<file path="src/rtl/mem_port_arbiter_pkg.sv">
// rtl/mem_port_arbiter_pkg.sv - shared types and default parameters for the pmem port arbiter
package mem_port_arbiter_pkg;

    localparam int MAX_D_STREAK_DEF = 4;
    localparam int LOCK_TIMEOUT_DEF = 4;
    localparam int LINE_W_DEF       = 128;

    typedef logic [15:0]  lc3b_word;
    typedef logic [127:0] lc3b_line;

    typedef enum logic [1:0] {
        ARB_IDLE,
        ARB_SERVE_I,
        ARB_SERVE_D,
        ARB_D_LOCK
    } arb_state_t;

endpackage

</file>
<file path="src/rtl/mem_port_arbiter_mux.sv">
// rtl/mem_port_arbiter_mux.sv - combinational routing of the granted cache onto pmem, resp gating
module arb_port_mux
    import mem_port_arbiter_pkg::*;
#(
    parameter int LINE_W = LINE_W_DEF
) (
    input  arb_state_t        state,
    input  logic              i_mem_read,
    input  lc3b_word          i_mem_address,
    input  logic              d_mem_read,
    input  logic              d_mem_write,
    input  lc3b_word          d_mem_address,
    input  logic [LINE_W-1:0] d_mem_wdata,
    input  logic              pmem_resp,
    output logic              pmem_read,
    output logic              pmem_write,
    output lc3b_word          pmem_address,
    output logic [LINE_W-1:0] pmem_wdata,
    output logic              i_mem_resp,
    output logic              d_mem_resp
);

    always_comb begin
        pmem_read    = 1'b0;
        pmem_write   = 1'b0;
        pmem_address = '0;
        pmem_wdata   = '0;
        i_mem_resp   = 1'b0;
        d_mem_resp   = 1'b0;
        case (state)
            ARB_SERVE_I: begin
                pmem_read    = i_mem_read;
                pmem_address = i_mem_address;
                i_mem_resp   = pmem_resp;
            end
            ARB_SERVE_D: begin
                // A simultaneous read+write is treated as the writeback; the read follows it.
                pmem_write   = d_mem_write;
                pmem_read    = d_mem_read & ~d_mem_write;
                pmem_address = d_mem_address;
                pmem_wdata   = d_mem_wdata;
                d_mem_resp   = pmem_resp;
            end
            default: ;
        endcase
    end

endmodule

</file>
<file path="src/rtl/mem_port_arbiter.sv">
// rtl/mem_port_arbiter.sv - shares one pmem port between I-cache and D-cache with atomic evict+refill
module mem_port_arbiter
    import mem_port_arbiter_pkg::*;
#(
    parameter int MAX_D_STREAK = MAX_D_STREAK_DEF,
    parameter int LOCK_TIMEOUT = LOCK_TIMEOUT_DEF,
    parameter int LINE_W       = LINE_W_DEF
) (
    input  logic              clk,
    input  logic              reset_n,
    input  logic              i_mem_read,
    input  lc3b_word          i_mem_address,
    output logic [LINE_W-1:0] i_mem_rdata,
    output logic              i_mem_resp,
    input  logic              d_mem_read,
    input  logic              d_mem_write,
    input  lc3b_word          d_mem_address,
    input  logic [LINE_W-1:0] d_mem_wdata,
    output logic [LINE_W-1:0] d_mem_rdata,
    output logic              d_mem_resp,
    output logic              pmem_read,
    output logic              pmem_write,
    output lc3b_word          pmem_address,
    output logic [LINE_W-1:0] pmem_wdata,
    input  logic [LINE_W-1:0] pmem_rdata,
    input  logic              pmem_resp
);

    localparam int SW = $clog2(MAX_D_STREAK + 1);
    localparam int LW = (LOCK_TIMEOUT > 1) ? $clog2(LOCK_TIMEOUT) : 1;
    localparam logic [SW-1:0] STREAK_MAX = SW'(MAX_D_STREAK);
    localparam logic [LW-1:0] LOCK_LAST  = LW'(LOCK_TIMEOUT - 1);

    arb_state_t    state, state_nxt;
    logic [SW-1:0] d_streak, d_streak_nxt;
    logic [LW-1:0] lock_cnt, lock_cnt_nxt;
    logic          d_req;

    assign d_req = d_mem_read | d_mem_write;

    always_ff @(posedge clk or negedge reset_n) begin
        if (!reset_n) begin
            state    <= ARB_IDLE;
            d_streak <= '0;
            lock_cnt <= '0;
        end else begin
            state    <= state_nxt;
            d_streak <= d_streak_nxt;
            lock_cnt <= lock_cnt_nxt;
        end
    end

    always_comb begin
        state_nxt    = state;
        d_streak_nxt = d_streak;
        lock_cnt_nxt = lock_cnt;
        case (state)
            ARB_IDLE: begin
                if (d_req && i_mem_read) begin
                    // d_streak only grows while I is actually being held off.
                    if (d_streak < STREAK_MAX) begin
                        state_nxt    = ARB_SERVE_D;
                        d_streak_nxt = d_streak + 1'b1;
                    end else begin
                        state_nxt = ARB_SERVE_I;
                    end
                end else if (d_req) begin
                    state_nxt = ARB_SERVE_D;
                end else if (i_mem_read) begin
                    state_nxt = ARB_SERVE_I;
                end
            end
            ARB_SERVE_I: begin
                if (pmem_resp) begin
                    state_nxt    = ARB_IDLE;
                    d_streak_nxt = '0;
                end
            end
            ARB_SERVE_D: begin
                if (pmem_resp) begin
                    state_nxt    = d_mem_write ? ARB_D_LOCK : ARB_IDLE;
                    lock_cnt_nxt = '0;
                end
            end
            ARB_D_LOCK: begin
                // Hold the port for the refill that normally follows a dirty eviction.
                if (d_req) begin
                    state_nxt = ARB_SERVE_D;
                end else if (lock_cnt == LOCK_LAST) begin
                    state_nxt = ARB_IDLE;
                end else begin
                    lock_cnt_nxt = lock_cnt + 1'b1;
                end
            end
            default: state_nxt = ARB_IDLE;
        endcase
    end

    arb_port_mux #(.LINE_W(LINE_W)) u_mux (
        .state         (state),
        .i_mem_read    (i_mem_read),
        .i_mem_address (i_mem_address),
        .d_mem_read    (d_mem_read),
        .d_mem_write   (d_mem_write),
        .d_mem_address (d_mem_address),
        .d_mem_wdata   (d_mem_wdata),
        .pmem_resp     (pmem_resp),
        .pmem_read     (pmem_read),
        .pmem_write    (pmem_write),
        .pmem_address  (pmem_address),
        .pmem_wdata    (pmem_wdata),
        .i_mem_resp    (i_mem_resp),
        .d_mem_resp    (d_mem_resp)
    );

    assign i_mem_rdata = pmem_rdata;
    assign d_mem_rdata = pmem_rdata;

    a_i_held: assert property (@(posedge clk) disable iff (!reset_n)
        (state == ARB_SERVE_I) |-> i_mem_read);
    a_d_held: assert property (@(posedge clk) disable iff (!reset_n)
        (state == ARB_SERVE_D) |-> d_req);
    a_d_rw_excl: assert property (@(posedge clk) disable iff (!reset_n)
        !(d_mem_read && d_mem_write));

endmodule

</file>
<file path="config.mk">
export PLATFORM = sky130hd
export DESIGN_NAME = mem_port_arbiter
export DESIGN_NICKNAME = d
export VERILOG_FILES = /design/src/rtl/mem_port_arbiter_pkg.sv /design/src/rtl/mem_port_arbiter_mux.sv /design/src/rtl/mem_port_arbiter.sv
export SDC_FILE = /design/constraint.sdc
export NUM_CORES = 1
export LEC_CHECK = 0
export ABC_AREA = 1
export CORE_AREA = 3 3 267 269
export CTS_CLUSTER_SIZE = 16
export DETAILED_ROUTE_END_ITERATION = 12
export DIE_AREA = 0 0 270 272
export GPL_TIMING_DRIVEN = 0
export SLEW_MARGIN = 20
export SYNTH_ARGS = -nofsm -noshare
export SYNTH_HDL_FRONTEND = slang
export SYNTH_SLANG_ARGS = --single-unit
</file>
<file path="constraint.sdc">
create_clock -name clk -period 2.3 [get_ports clk]
set_clock_uncertainty 0.15 [all_clocks]
set_input_delay 0.345 -clock clk [delete_from_list [all_inputs] [get_ports clk]]
set_output_delay 0.345 -clock clk [all_outputs]
set_load 0.01 [all_outputs]
</file>
==> results.cfg <==
[floorplanning]
die_y_um = 272
rows = 96
dieArea_um2 = 73400
initial_core_util_pct = 5.56
die_w_um = 270
coreArea_um2 = 68800
io-pin-count = 698

[pwr]
vdd_drop_max_v = 0.000477
cellPowerDensity_nw_per_um2 = 583
leakage_nw = 5.64
p_total_mw = 6.21

[clock_tree]
clock_latency_ps = 230
root_buffer = clkbuf_16
path_clk_slew_ps = 40
ctsHoldBuffers = 0
clock_path_buffers = 2
cts.sinks = 7
htree_num_levels = 1
cts_tree = done
cts_made_buffers = 3

[sta]
slew_headroom_pct = 77.3
fmax_ghz = 0.438
post-route-min-period_ps = 2280
maxSlewViolCount = 0
setup_ws_ps = 16.2
rsz0062_at_grt = yes
finalHoldViolations = 0
hold_ws_ps = 237
post-route-period-util_pct = 99.3
tightest_slew_ps = 340
tns_ps = 0
setup_viol = 0

[yosys]
yosysWarningCount = 0
synth_area_per_cell_um2 = 5.69
syn_inst = 672
synth.ff_latch_count = 7
synth_cell_type_count = 18
yosysSeqAreaShare_pct = 4.58
synth_nets = 973
synth_area_um2 = 3830

[layout]
fin_nets = 1558
final_cells = 2189
final_layout_size_suffix_gt1_share_pct = 32.5
area_growth_pct = 178

[placement]
hpwl_mm = 30.9
dpl.cell_count = 2172
placement.io_buffers = 569
place.gp.congestion = 0.835
pre_cts_ws_ps = -505

[global_route]
grt_max_degree = 11
grt_pass1_wl_mm = 44.0
grt_use_total_pct = 8.42
overflow = 0
antenna_found_initial = 7
grt_pass1_vias = 5868

[routing]
drc_errors = 0
drt_first_pass_iters = 4
wl_mm = 33.4
vias_per_cell = 2.60
ant_nets = 0
drtIter0Drc = 129
routedWlPerCell_um = 15.3
num_vias = 5684

[worst_setup_path]
cp.arrival_ps = 1790
crit_path_max_fanout = 8
cp-start-kind = register
cp.required_ps = 1800
r2r_cells = 9
endpoint_kind = output pin
setup.worst_path.class = reg2out

[run_status]
status = finished clean

[hold_path]
hp-class = in2async

[run]
max-cap-violations = 0
-- cells in the final DEF, fill, tap and decap left out, drive strengths merged --
master         synthesis  layout
nand2                199     199
nand4                  3       3
nand3                  4       4
dfrtp                  7       7
buf                  275     332
dlygate4sd2            0      36
diode                  0       2
inv                  146     147
clkbuf                 1      41
clkdlybuf4s15          0      29
clkdlybuf4s50          0     422
a21oi                 19      19
nor2                   5       5
ha                     7       7
o21ai                  5       5
-- per-layer routing --
layer / global-route usage, % / vias up / wire, µm
li1: - / 2805 / -
met5: 0 / - / 0
met2: 16.6 / 438 / 17400
met4: 2.21 / 0 / 1050
met1: 9.13 / 2413 / 12600
met3: 1.54 / 28 / 2370
-- critical path, stage by stage (launching register included) --
cell and delay, ps:
dfrtp_1 390, inv_2 80, ha_2 190, buf_8 130, buf_12 140, buf_12 140, buf_6 110, nand2_1 40
a21oi_1 130, buf_4 180
-- repair_timing --
action / in CTS / in global routing
pin swaps: 0 / 0
setup buffers: 11 / 0
endpoints found under the setup margin: 148 / 99
cloned: 1 / 0
hold endpoints to repair: 0 / 0
gates resized for setup: 393 / 100
-- synth_stat cells --
master	number	area [µm²]
clkinv_1	1	3.75
nand3_2	2	20.0
nor2_2	1	6.26
a21oi_1	19	95.1
inv_1	146	548
o21ai_0	1	5.00
clkbuf_1	1	3.75
buf_4	269	2020
nand3_1	2	10.0
buf_2	3	15.0
nand2_2	1	6.26
buf_6	3	33.8
nor2_1	4	15.0
dfrtp_1	7	175
o21ai_1	4	20.0
ha_1	7	87.6
nand4_1	3	18.8
nand2_1	198	743
-- final cells by class --
type	instances	area (µm²)
fill	7970	58200
timing repair buffer	580	5390
buffer	276	2200
tap	931	1160
multi-input combinational	242	1080
inverter	147	554
sequential	7	175
clock buffer	4	78.8
antenna	2	5.00
-- metrics by stage --
stage,area [µm²],util [%]
after global routing,10700,15.5
after global placement,10700,15.5
final,10700,15.5
after CTS,10900,15.8
after detailed placement,10700,15.5
after floorplan,3830,-
-- kinds of logic after synthesis --
| group | share of synthesized area [%] |
|---|---|
| simple gates | 21.4 |
| buf+inv | 68.6 |
| fa+ha+maj | 2.29 |
| compound gates | 3.14 |
| flops | 4.58 |
-- where the power goes --
group	switching (mW)	internal [mW]	total, mW
sequential	0.0449	0.176	0.221
combinational	3.01	2.69	5.69
clock	0.0652	0.231	0.296
total	3.12	3.09	6.21
-- final timing paths --
| check | from | endpoint | slack [ps] |
|---|---|---|---|
| max | state[0]$_DFFE_PN0P_ | pmem_address[8] | 20 |
| min | reset_n | state[1]$_DFFE_PN0P_ | 240 |
| max reg2reg | state[0]$_DFFE_PN0P_ | lock_cnt[0]$_DFFE_PN0P_ | 700 |
| min reg2reg | d_streak[1]$_DFFE_PN0P_ | d_streak[1]$_DFFE_PN0P_ | 330 |
| max in group asynchronous | reset_n | d_streak[2]$_DFFE_PN0P_ | 1510 |
| min in group clk | d_streak[1]$_DFFE_PN0P_ | d_streak[1]$_DFFE_PN0P_ | 330 |
-- state kept, by name, indices dropped and copies added (netlist names) --
| register | flops |
|---|---|
| lock_cnt | 2 |
| state | 2 |
| d_streak | 3 |
No activity file was read; power rests on OpenSTA's default activity.
